## src/rtl/ahb_lite_master_arbiter.sv

```systemverilog
// Two-port round-robin front end that turns each granted request into a single
// word-sized AHB-Lite transfer and returns completion/read data to the requester.
module ahb_lite_master_arbiter #(
   parameter int AW = 32,
   parameter int DW = 32
) (
   input  logic          Clk,
   input  logic          Rst,
   input  logic          req0,
   input  logic          wr0,
   input  logic [AW-1:0] addr0,
   input  logic [DW-1:0] wdata0,
   input  logic          req1,
   input  logic          wr1,
   input  logic [AW-1:0] addr1,
   input  logic [DW-1:0] wdata1,
   output logic          done0,
   output logic          done1,
   output logic [DW-1:0] rdata,
   output logic          err,
   output logic [AW-1:0] HADDR,
   output logic          HWRITE,
   output logic [1:0]    HTRANS,
   output logic [2:0]    HSIZE,
   output logic [DW-1:0] HWDATA,
   input  logic [DW-1:0] HRDATA,
   input  logic          HREADY,
   input  logic          HRESP
);

   typedef enum logic [1:0] {IDLE, ADDR, DATA, RESP} state_t;

   localparam logic [1:0] TRANS_IDLE   = 2'b00;
   localparam logic [1:0] TRANS_NONSEQ = 2'b10;

   state_t        state;
   state_t        next_state;
   logic          last_grant;
   logic          gnt;
   logic          pick;
   logic [DW-1:0] wdata_q;

   assign HSIZE = 3'b010;

   // On a tie the port that was not served last wins.
   always_comb begin
      pick = (req0 && req1) ? ~last_grant : req1;
   end

   always_ff @(posedge Clk or posedge Rst) begin
      if (Rst) state <= IDLE;
      else     state <= next_state;
   end

   always_comb begin
      next_state = state;
      case (state)
         IDLE:    if (req0 || req1) next_state = ADDR;
         ADDR:    if (HREADY)       next_state = DATA;
         DATA:    if (HREADY)       next_state = RESP;
         RESP:                      next_state = IDLE;
         default:                   next_state = IDLE;
      endcase
   end

   // Everything the requesters and the bus see is registered; the request is
   // latched at grant so later changes on the user side cannot disturb it.
   always_ff @(posedge Clk or posedge Rst) begin
      if (Rst) begin
         HTRANS     <= TRANS_IDLE;
         HADDR      <= '0;
         HWRITE     <= 1'b0;
         HWDATA     <= '0;
         rdata      <= '0;
         done0      <= 1'b0;
         done1      <= 1'b0;
         err        <= 1'b0;
         last_grant <= 1'b1;
         gnt        <= 1'b0;
         wdata_q    <= '0;
      end else begin
         done0 <= 1'b0;
         done1 <= 1'b0;
         case (state)
            IDLE: begin
               if (req0 || req1) begin
                  gnt        <= pick;
                  last_grant <= pick;
                  HTRANS     <= TRANS_NONSEQ;
                  HADDR      <= pick ? addr1  : addr0;
                  HWRITE     <= pick ? wr1    : wr0;
                  wdata_q    <= pick ? wdata1 : wdata0;
               end else begin
                  HTRANS <= TRANS_IDLE;
               end
            end
            ADDR: begin
               if (HREADY) begin
                  HTRANS <= TRANS_IDLE;
                  HWDATA <= wdata_q;
               end
            end
            DATA: begin
               if (HREADY) begin
                  if (!HWRITE) rdata <= HRDATA;
                  err   <= HRESP;
                  done0 <= ~gnt;
                  done1 <= gnt;
               end
            end
            default: begin
            end
         endcase
      end
   end

endmodule

```

## config.mk

```make
export PLATFORM = sky130hd
export DESIGN_NAME = ahb_lite_master_arbiter
export DESIGN_NICKNAME = d
export VERILOG_FILES = /design/src/rtl/ahb_lite_master_arbiter.sv
export SDC_FILE = /design/constraint.sdc
export NUM_CORES = 1
export LEC_CHECK = 0
export BUFFER_PORTS_ARGS = -buffer_cell sky130_fd_sc_hd__buf_2
export CAP_MARGIN = 15
export CORE_UTILIZATION = 50
export CTS_CLUSTER_SIZE = 10
export DETAILED_ROUTE_END_ITERATION = 12
export PLACE_DENSITY = 0.85
export RECOVER_POWER = 100
export SLEW_MARGIN = 20
export SYNTH_ARGS = -nofsm -noshare
export SYNTH_HDL_FRONTEND = slang
export SYNTH_SLANG_ARGS = --single-unit
```

## constraint.sdc

```tcl
create_clock -name Clk -period 8.7 [get_ports Clk]
set_input_delay 0.87 -clock Clk [delete_from_list [all_inputs] [get_ports Clk]]
set_output_delay 0.87 -clock Clk [all_outputs]
set_load 0.02 [all_outputs]
```

# Word level (Yosys, flattened, before mapping)
# Index checks and enable logic that the tools add are counted.
totals:
  out_inout_bits: 105
  word_cells: 46
  regBits: 138
  in_bits: 168
op_classes:
  eq_ne: 6
  bitwise_logic: 3
  reduce_logical: 10
  muxes: 15
op_table:
  columns: ["operator", "n"]
  rows:
  - ["2-to-1 mux 32 bit", 2]
  - ["2-to-1 mux 2 bit", 5]
  - ["case mux 2 bit (4 select lines)", 1]
  - ["AND reduction 2 bit", 4]
  - ["2-to-1 mux 1 bit", 6]
  - ["inequality test 2 bit (second input constant)", 3]
  - ["AND reduction 3 bit", 2]
  - ["== test 2 bit (second input constant)", 2]
  - ["case mux 2 bit (2 select lines)", 1]
  - ["NOT 1 bit", 3]
  - ["== test 2 x 1 -> 1 bit (second input constant)", 1]
  - ["logical NOT 2 bit", 1]
  - ["nonzero test 2 bit", 1]
  - ["logical AND 1 bit", 1]
  - ["logical OR 1 bit", 1]

# Longest topological paths before layout
# Gate-level depths: netlist of run 1.
logic_depth:
  ltp_word: 3
  depth_mapped: 7
  mapped_depth_nobuf: 5

# Worst setup path after synthesis of run 1
# No wires, ideal clock.
synth_path:
  path_type: "input port to flip-flop"
  from: "in HREADY"
  to: "reg rdata[0]"
  setup_slack_ps: 6884
  n_path_buf: 2
  arrival_time_ps: 1691
  required_time_ps: 8575
  path_stages: 5
  path_cell_list: "nand2_2 > or2_1 > buf_6 > buf_12 > mux2_4"
synth_via:
  elab_chain_cells: 1
synth_lines:
  columns: ["element", "line_no", "text"]
  rows:
  - ["from (decl)", "27", "input logic HREADY,"]
  - ["AND reduction 3 bit (no line)", null, null]
  - ["to (signal assigned)", "74", "rdata <= '0;"]
  - ["to (signal assigned)", "105", "if (!HWRITE) rdata <= HRDATA;"]
  - ["to (decl)", "19", "output logic [DW-1:0] rdata,"]
# Every way passes these cells.
# A chain may end at the register's enable or synchronous reset.

# Final worst setup path of run 1
layout_path:
  from: "reg state[0]"
  to: "reg HADDR[5]"
layout_via:
  elab_chain_cells: 2
layout_lines:
  columns: ["element", "line_no", "text"]
  rows:
  - ["from (decl)", "36", "state_t state;"]
  - ["from (signal assigned)", "52", "else state <= next_state;"]
  - ["logical NOT 2 bit", "84", "case (state)"]
  - ["AND reduction 2 bit (no line)", null, null]
  - ["to (signal assigned)", "90", "HADDR <= pick ? addr1 : addr0;"]
  - ["to (decl)", "21", "output logic [AW-1:0] HADDR,"]
# Every way passes these cells.

==> results.md, run 1 <==
* Outcome: complete, but fails checks
* Failing checks: capacitance limit, slew limit
* Share of cells above drive strength 1 at 0.316
* Multi-input combinational cell area at 0.00208 mm2
* Initial DRC count at 330
* Placed Area at 0.00721 mm2
* Max cap viols at 4
* Startpoint Class: flip-flop
* Clock Sinks at between 100 and 150
* Fin crit period at 3.86 ns
* Final hold vios at 0
* Clock buffer count from CTS at 17
* Clk slew on worst S/H paths at 0.06 ns
* Final ANT Viol Nets at 0
* Clk buf depth at 2
* Pwr dens at 412 mW/mm2
* RD Place Congestion at 0.742
* Crit path largest cell delay at approximately 2.2 ns
* Vias in the first global route at between 4000 and 5000
* Clk pwr share at 0.246
* Max H-tree Level at 4
* CTS root buf: clkbuf_16
* Most frequent cells in the layout: buf_2 (166), dfrtp_1 (136), a21oi_1 (132)
* Die W at 110 um
* Synth warnings at 0
* Pre-CTS WS at 6.24 ns
* Register area share after synthesis at 0.585
* Synth cell types at 27
* Worst skew pair latency at about 0.40 ns
* Peak fanout along the critical path at 66
* DR vias at 4893
* CP cell instances: inv_1 > ha_1 > o21a_2 > clkbuf_1 > nor2_1 > a21oi_1
* Largest net degree at the start of global routing at 81
* Setup WS post-layout at 4.84 ns
* CTS hold repair buffers at 0
* Die Ht at 110 um
* CTS tree: built
* Cell Area, Synth at 0.00586 mm2
* Relative slew slack at -1.13
* Setup crit end kind: flip-flop
* First-pass GRT wire length at 22500 um
* Synthesis-stage register bit count at approximately 140
* DRC at 0
* R2R cell count at 6
* Core area at 0.0114 mm2
* Slowest CP cell: clkbuf_1
* Mapped Cells at 531
* Final Setup Violations at 0
* RR Startpoint: state[0]
* Post_cts resized at 0
* Worst setup path end: HADDR[5]
* Layout Skew at between 0.008 and 0.009 ns
* Total wire length at between 15000 and 20000 um
* Flop-to-flop setup slack at 4.84 ns
* First drt pass iteration count at 4
* Area delta synth->final at 30.2%
* Postcts setup bufs at 0
* # IOs at 273
* DP HPWL at 10000 um
* Period Utilization, post-route at 0.444
* Fmax at between 0.2 and 0.3 GHz
* Logic gate share of total power at 0.389
* Initial Util at 0.513
* Mean Syn Cell Area at 11.0 um2
* Total GRT Usage at 0.247
* Mean routed wirelength per cell at 16.1 um
* Crit path DAT at 4.16 ns
* Reg2Reg Capture Point: HADDR[5]
* DR vias/cell at 5.18
* Final Power at 3140 uW
* Initial antenna violation count at 1
* RSZ-0062 raised after global routing: false
* FF+latch area at 0.00343 mm2
* Final nets at between 900 and 1000
* Worst min-delay path class: reg2reg
* Most common cell after layout, fill and taps aside: buf_2
* PortBufs at 268
* Leakage at between 0.003 and 0.004 uW
* # fillers at around 1000
* Slew Limit Fails at 226
* Worst vdd ir at about 210 uV
* Crit path from: state[0]
* Cell internal pwr at 1920 uW
* Sequential power share at 0.365
* Post-route setup TNS at 0 ns
* Die ar. at 0.0122 mm2
* Slew @ Worst Pin at 3.19 ns
* WP data required at about 9 ns
* Switching power at ~1200 uW
* Overflow left after global routing at 0
* Crit Path Category: reg2reg
* Switching portion of total power at 0.390
* Rows at 39
* Design Area, Final at between 0.007 and 0.008 mm2
* Hold Slack at around 0.48 ns
==> worst max-delay path, delay by kind of cell, from the launching register on <==
family	cells	cell delay, ns
adder cells (fa/ha/maj)	1	0.33
buffers and inverters	2	2.30
flip-flops	1	0.40
AO/OA/AOI/OAI	2	0.45
AND/OR/NAND/NOR	1	0.18
==> synth_stat cells, drive strengths merged <==
cell type  number  area, um2
o21a            1       7.51
inv             4       15.0
dfstp           1       26.3
a21bo           1       10.0
buf            33        229
o21ai           3       15.0
o32a            2       21.3
dfrtp         136       3400
nor2           67        251
a21oi         132        661
a31oi           1       6.26
a21boi          1       7.51
nand2          69        262
mux2           66        856
conb            2       7.51
clkbuf          6       22.5
and3            1       7.51
and2b           1       8.76
ha              3       37.5
or2             1       6.26
==> power groups by stage <==
stage / logic [uW] / registers, uW / clock network, uW
floorplan: 629 / 1410 / 0
global placement: 1290 / 1130 / 0
detailed placement: 1330 / 1150 / 0
CTS: 1330 / 1140 / 784
global route: 1350 / 1190 / 816
finish: 1220 / 1150 / 774
==> cells by family after synthesis <==
group | share of synthesized area
flops | 0.585
mux | 0.146
compound gates | 0.124
fa+ha+maj | 0.00641
simple gates | 0.0914
other cells | 0.00128
buf+inv | 0.0455
==> routing by layer <==
metal | part of all wire | GRT usage
met5 | 0 | 0
met1 | 0.40 | 0.307
met3 | 0.079 | 0.0788
met4 | 0.011 | 0.0818
met2 | 0.51 | 0.406
==> worst min path at each step <==
stage,from,to,slack (ns),depth (start not counted)
after floorplan,gnt,done0,0.42,1
after global placement,gnt,done0,0.44,1
after detailed placement,gnt,done0,0.44,1
after CTS,gnt,done0,0.48,1
after global routing,gnt,done0,0.50,1
final,gnt,done0,0.48,1
==> cell type report <==
| class | instances | area share |
|---|---|---|
| Sequential cell | 137 | 0.449 |
| Multi-Input combinational cell | 353 | 0.273 |
| Timing Repair Buffer | 275 | 0.167 |
| Clock buffer | 22 | 0.0635 |
| Tap cell | 143 | 0.0235 |
| Clock inverter | 10 | 0.0213 |
| Inverter | 4 | 0.00213 |
| Antenna cell | 1 | 0.000328 |
==> flip-flops by register name (all words and copies together), names as in the netlist <==
signal      count
done0           1
HWRITE          1
err             1
last_grant      1
done1           1
gnt             1
wdata_q        32
rdata          32
HADDR          32
HTRANS          1
HWDATA         32
state           2
==> metrics by stage <==
stage / std cells / util
finish: 945 / 0.668
global route: 945 / 0.668
CTS: 943 / 0.688
detailed placement: 911 / 0.631
global placement: 911 / 0.631
floorplan: 533 / -
(Power assumes the default switching activity.)
==> run 2, diff against run 1 <==
Settings changed: CORE_UTILIZATION 50 to 47, PLACE_DENSITY 0.85 to 0.81.
Clock period 8.7 ns to 4 ns, I/O delays scaled along.
==> run 2 against run 1 <==
The run still ends with capacitance limit, slew limit left; die area is 6.3% higher; combinational power is 110% higher; non-clock buffer count stayed put; global-route usage hardly changed; clock-buffer cell count is 1 lower; clock skew is 0.0026 ns lower; highest routed layer unchanged; cell count is 2.5% higher; via count is 0.80% higher; first-iteration DRC count is 25% higher; largest power group unchanged; flip-flop and latch count stayed put; core utilization is 3.1 points lower.
==> results.md, run 2 (synthesis results as in run 1) <==
* FF+latch area at 0.00343 mm2
* Fmax at around 0.37 GHz
* Grt met2 use at 0.422
* Period Utilization, post-route at 0.670
* Final hold vios at 0
* Peak fanout along the critical path at 57
* Clk slew on worst S/H paths at 0.06 ns
* Fin crit period at 2.68 ns
* Most common cell after layout, fill and taps aside: buf_2
* CTS root buf: clkbuf_16
* Initial antenna violation count at 0
* Outcome: complete, but fails checks
* Logic gate share of total power at 0.379
* Clk pwr share at 0.261
* Mean routed wirelength per cell at 15.9 um
* DP HPWL at 10400 um
* Total wire length at between 15000 and 20000 um
* Max cap viols at 1
* Initial DRC count at 413
* Overflow left after global routing at 0
* Die Ht at 114 um
* Met1 Usage GRT at 0.293
* Final Power at 6890 uW
* DR vias/cell at 5.09
* Core area at approximately 0.012 mm2
* Die W at 114 um
* First drt pass iteration count at 6
* Clock buffer count from CTS at 17
* Pwr dens at 896 mW/mm2
* Clock Sinks at 137
* Final ANT Viol Nets at 0
* Slew @ Worst Pin at 1.50 ns
* Worst skew pair latency at 0.41 ns
* Most frequent cells in the layout: buf_2 (167), dfrtp_1 (136), a21oi_1 (132)
* Final Setup Violations at 0
* PortBufs at 268
* Clk buf depth at 2
* Max H-tree Level at 4
* Sequential power share at 0.360
* Rows at 40
* Startpoint Class: flip-flop
* Post_cts resized at 0
* # IOs at 273
* Crit path DAT at 3.01 ns
* RSZ-0062 raised after global routing: false
* DRC at 0
* WP data required at 4.33 ns
* First-pass GRT wire length at 24400 um
* Initial Util at 0.486
* Failing checks: capacitance limit, slew limit
* RD Place Congestion at 0.759
* Relative slew slack at -0.00534
* Switching portion of total power at 0.386
* Number of antenna diodes at 0
* Die ar. at 0.0129 mm2
* Total GRT Usage at 0.246
* Largest net degree at the start of global routing at 138
* Multi-input combinational cell area at roughly 0.0021 mm2
* # fillers at 1076
* Crit Path Category: reg2reg
* Slew Limit Fails at 33
* Post-route setup TNS at 0 ns
* Leakage at 0.00362 uW
* Final nets at about 960
* Vias in the first global route at 5045
* CTS hold repair buffers at 0
* Cell internal pwr at ~4200 uW
* DR vias at a little under 5000
* Postcts setup bufs at 0
* Worst vdd ir at 386 uV
* GR peak layer: met2
* Layout Skew at about 0.0055 ns
* Worst min-delay path class: in2async
* Share of cells above drive strength 1 at 0.308
* Switching power at 2660 uW
* Area delta synth->final at 31.2%
* Met3 GRT Util at 0.0728
* Setup crit end kind: flip-flop
* CTS tree: built
[run 2: layout make-up]
class	count	area share
Sequential cell	137	0.446
Timing Repair Buffer	275	0.165
Inverter	4	0.00212
Clock buffer	21	0.0612
Tap cell	168	0.0273
Multi-Input combinational cell	353	0.270
Clock inverter	11	0.0282
[run 2: metrics by stage]
stage / util / area [um2] / setup WS [ns] / std cells / hold slack, ns
after global routing: 0.637 / 7690 / 1.00 / 969 / 0.193
after floorplan: - / 5870 / 1.89 / 533 / 0.415
final: 0.637 / 7690 / 1.32 / 969 / 0.198
after detailed placement: 0.602 / 7260 / 1.87 / 937 / 0.452
after CTS: 0.659 / 7950 / 1.85 / 969 / 0.199
after global placement: 0.602 / 7260 / 1.94 / 937 / 0.441
[run 2: worst paths after layout]
kind / start / end / slack (ns) / cells past startpoint
max: state[0] / wdata_q[29] / 1.32 / 6
min reg2reg: gnt / done0 / 0.47 / 1
max in group asynchronous: Rst / HADDR[26] / 3.23 / 3
min: Rst / wdata_q[17] / 0.20 / 3
min in group Clk: HRDATA[2] / rdata[2] / 0.20 / 2
max reg2reg: state[0] / wdata_q[29] / 1.32 / 6
[run 2: power by group through the flow]
stage               Combinational (uW)  Clock [uW]  Sequential [uW]
finish                            2610        1800             2480
CTS                               2930        1830             2470
detailed placement                2910           0             2480
global route                      2870        1890             2560
global placement                  2840           0             2450
floorplan                         1370           0             3070
[run 2: worst max-delay path, stage by stage (launching register included)]
cell and delay, ns:
dfrtp_1 0.37, inv_1 0.07, ha_1 0.27, o21ai_0 0.42, clkbuf_2 1.10, a21oi_1 0.15, a21oi_1 0.20
[run 2: routing by layer]
metal / routed length [um] / part of all wire
met1: 6270 / 0.41
met2: 7860 / 0.51
met3: 1060 / 0.069
met4: 252 / 0.016
met5: 0 / 0
==> run 3, diff against run 2 <==
Clock period 4 ns to 2.6 ns, I/O delays scaled along.
==> run 3 against run 2 <==
The flow still finishes with violations (capacitance limit, slew limit); fmax increased by 27%; cell count grew 0.52%; sequential power increased by 53%; worst setup slack lost 0.83 ns; hold slack worse by 0.19 ns; critical path type unchanged; largest cell class unchanged; largest power group unchanged.
==> results.md, run 3 (synthesis results as in run 1) <==
* Met3 GRT Util at 0.0834
* DRC at 0
* Most frequent cells in the layout: buf_2 (167), dfrtp_1 (136), a21oi_1 (132)
* Met1 Usage GRT at 0.278
* Crit Path Category: reg2reg
* RD Place Congestion at 0.757
* CTS root buf: clkbuf_16
* Slew Limit Fails at 38
* Period Utilization, post-route at 0.811
* Peak fanout along the critical path at 23
* DP HPWL at 10300 um
* Pre-CTS WS at 0.630 ns
* Clock buffer count from CTS at 17
* Worst vdd ir at 590 uV
* Worst skew pair latency at ~0.42 ns
* Total GRT Usage at 0.235
* RSZ-0062 raised after global routing: false
* CTS tree: built
* Worst min-delay path class: in2async
* Slowest CP cell: o21a_1
* Design Area, Final at 0.00774 mm2
* DR vias at around 4800
* Post-Layout Cell Count at 974
* Crit path from: state[0]
* # IOs at around 270
* GR peak layer: met2
* Initial Util at 0.486
* Vias in the first global route at 4585
* Clk buf depth at 2
* Total wire length at 14700 um
* Clock Sinks at 137
* Pwr dens at 1350 mW/mm2
* Largest net degree at the start of global routing at 97
* Core area at approximately 0.012 mm2
* Setup WS post-layout at 0.492 ns
* Placed Area at 0.00735 mm2
* CTS hold repair buffers at 0
* Slew @ Worst Pin at 1.66 ns
* Leakage at 0.00365 uW
* CP cell instances: inv_1 > ha_1 > o21a_1 > buf_12 > nor2_1 > a21oi_1
* WP data required at ~2.9 ns
* Setup crit end kind: flip-flop
* Clk slew on worst S/H paths at 0.06 ns
* Final Power at 10500 uW
* Postcts setup bufs at 0
* First-pass GRT wire length at 23100 um
* Grt met2 use at 0.394
* PortBufs at 268
* Number of antenna diodes at 0
* Post-route setup TNS at 0 ns
* Final Setup Violations at 0
* Most common cell after layout, fill and taps aside: buf_2
* Final hold vios at 0
* Fmax at 0.474 GHz
* Delay-heaviest family, CP: compound AO/OA/AOI/OAI gates
* CP bufs+invs at 2
* DR vias/cell at 4.96
* Crit path largest cell delay at just over 0.8 ns
* Initial DRC count at between 200 and 250
* Final nets at 964
* Crit path DAT at 2.44 ns
* Fin crit period at about 2.1 ns
* Post_cts resized at 0
* Max H-tree Level at 4
* Area delta synth->final at 32.2%
* Share of cells above drive strength 1 at 0.318
* First drt pass iteration count at 6
* Die Ht at 114 um
* Startpoint Class: flip-flop
* Relative slew slack at -0.108
* Failing checks: capacitance limit, slew limit
* RR Startpoint: state[0]
* Final ANT Viol Nets at 0
* Initial antenna violation count at 0
* Post-placement cell count at 942
* Max cap viols at 1
* Die ar. at 0.0129 mm2
* Layout Skew at 0.00811 ns
* Overflow left after global routing at 0
* Rows at 40
* Mean routed wirelength per cell at 15.1 um
* Outcome: complete, but fails checks
* Die W at 114 um
[run 3: metrics by stage]
stage                     utilization  hold WS (ns)
after global routing            0.642        0.0408
after global placement          0.609         0.435
after detailed placement        0.609         0.436
final                           0.642        0.0104
after floorplan                     -         0.323
after CTS                       0.663        0.0215
[run 3: report_power, final]
group	switching, uW	internal (uW)
Combinational	2590	1470
Clock	875	1720
Sequential	563	3230
[run 3: path summary, 6_finish.rpt]
check | to | slack [ns] | depth (start not counted)
max | HADDR[4] | 0.49 | 6
min | state[0] | 0.01 | 3
max reg2reg | HADDR[4] | 0.49 | 6
min reg2reg | done0 | 0.45 | 1
max in group asynchronous | wdata_q[29] | 2.16 | 3
min in group Clk | rdata[0] | 0.05 | 2
[run 3: per-layer routing]
| metal | vias to the layer above | wire, um |
|---|---|---|
| met5 | - | 0 |
| met4 | 0 | 243 |
| met3 | 23 | 1130 |
| met1 | 2302 | 5980 |
| li1 | 2322 | - |
| met2 | 185 | 7340 |
[run 3: area by class of cell]
type,instances,area [um2]
Tap cell,168,210
Clock inverter,12,198
Timing Repair Buffer,280,1370
Fill cell,1049,4320
Clock buffer,20,447
Sequential cell,137,3430
Inverter,4,16.3
Multi-Input combinational cell,353,2080
[run 3: worst min-delay path, stage by stage]
cell and delay, ns:
buf_2 0.10, clkinvlp_2 0.11, buf_12 0.40
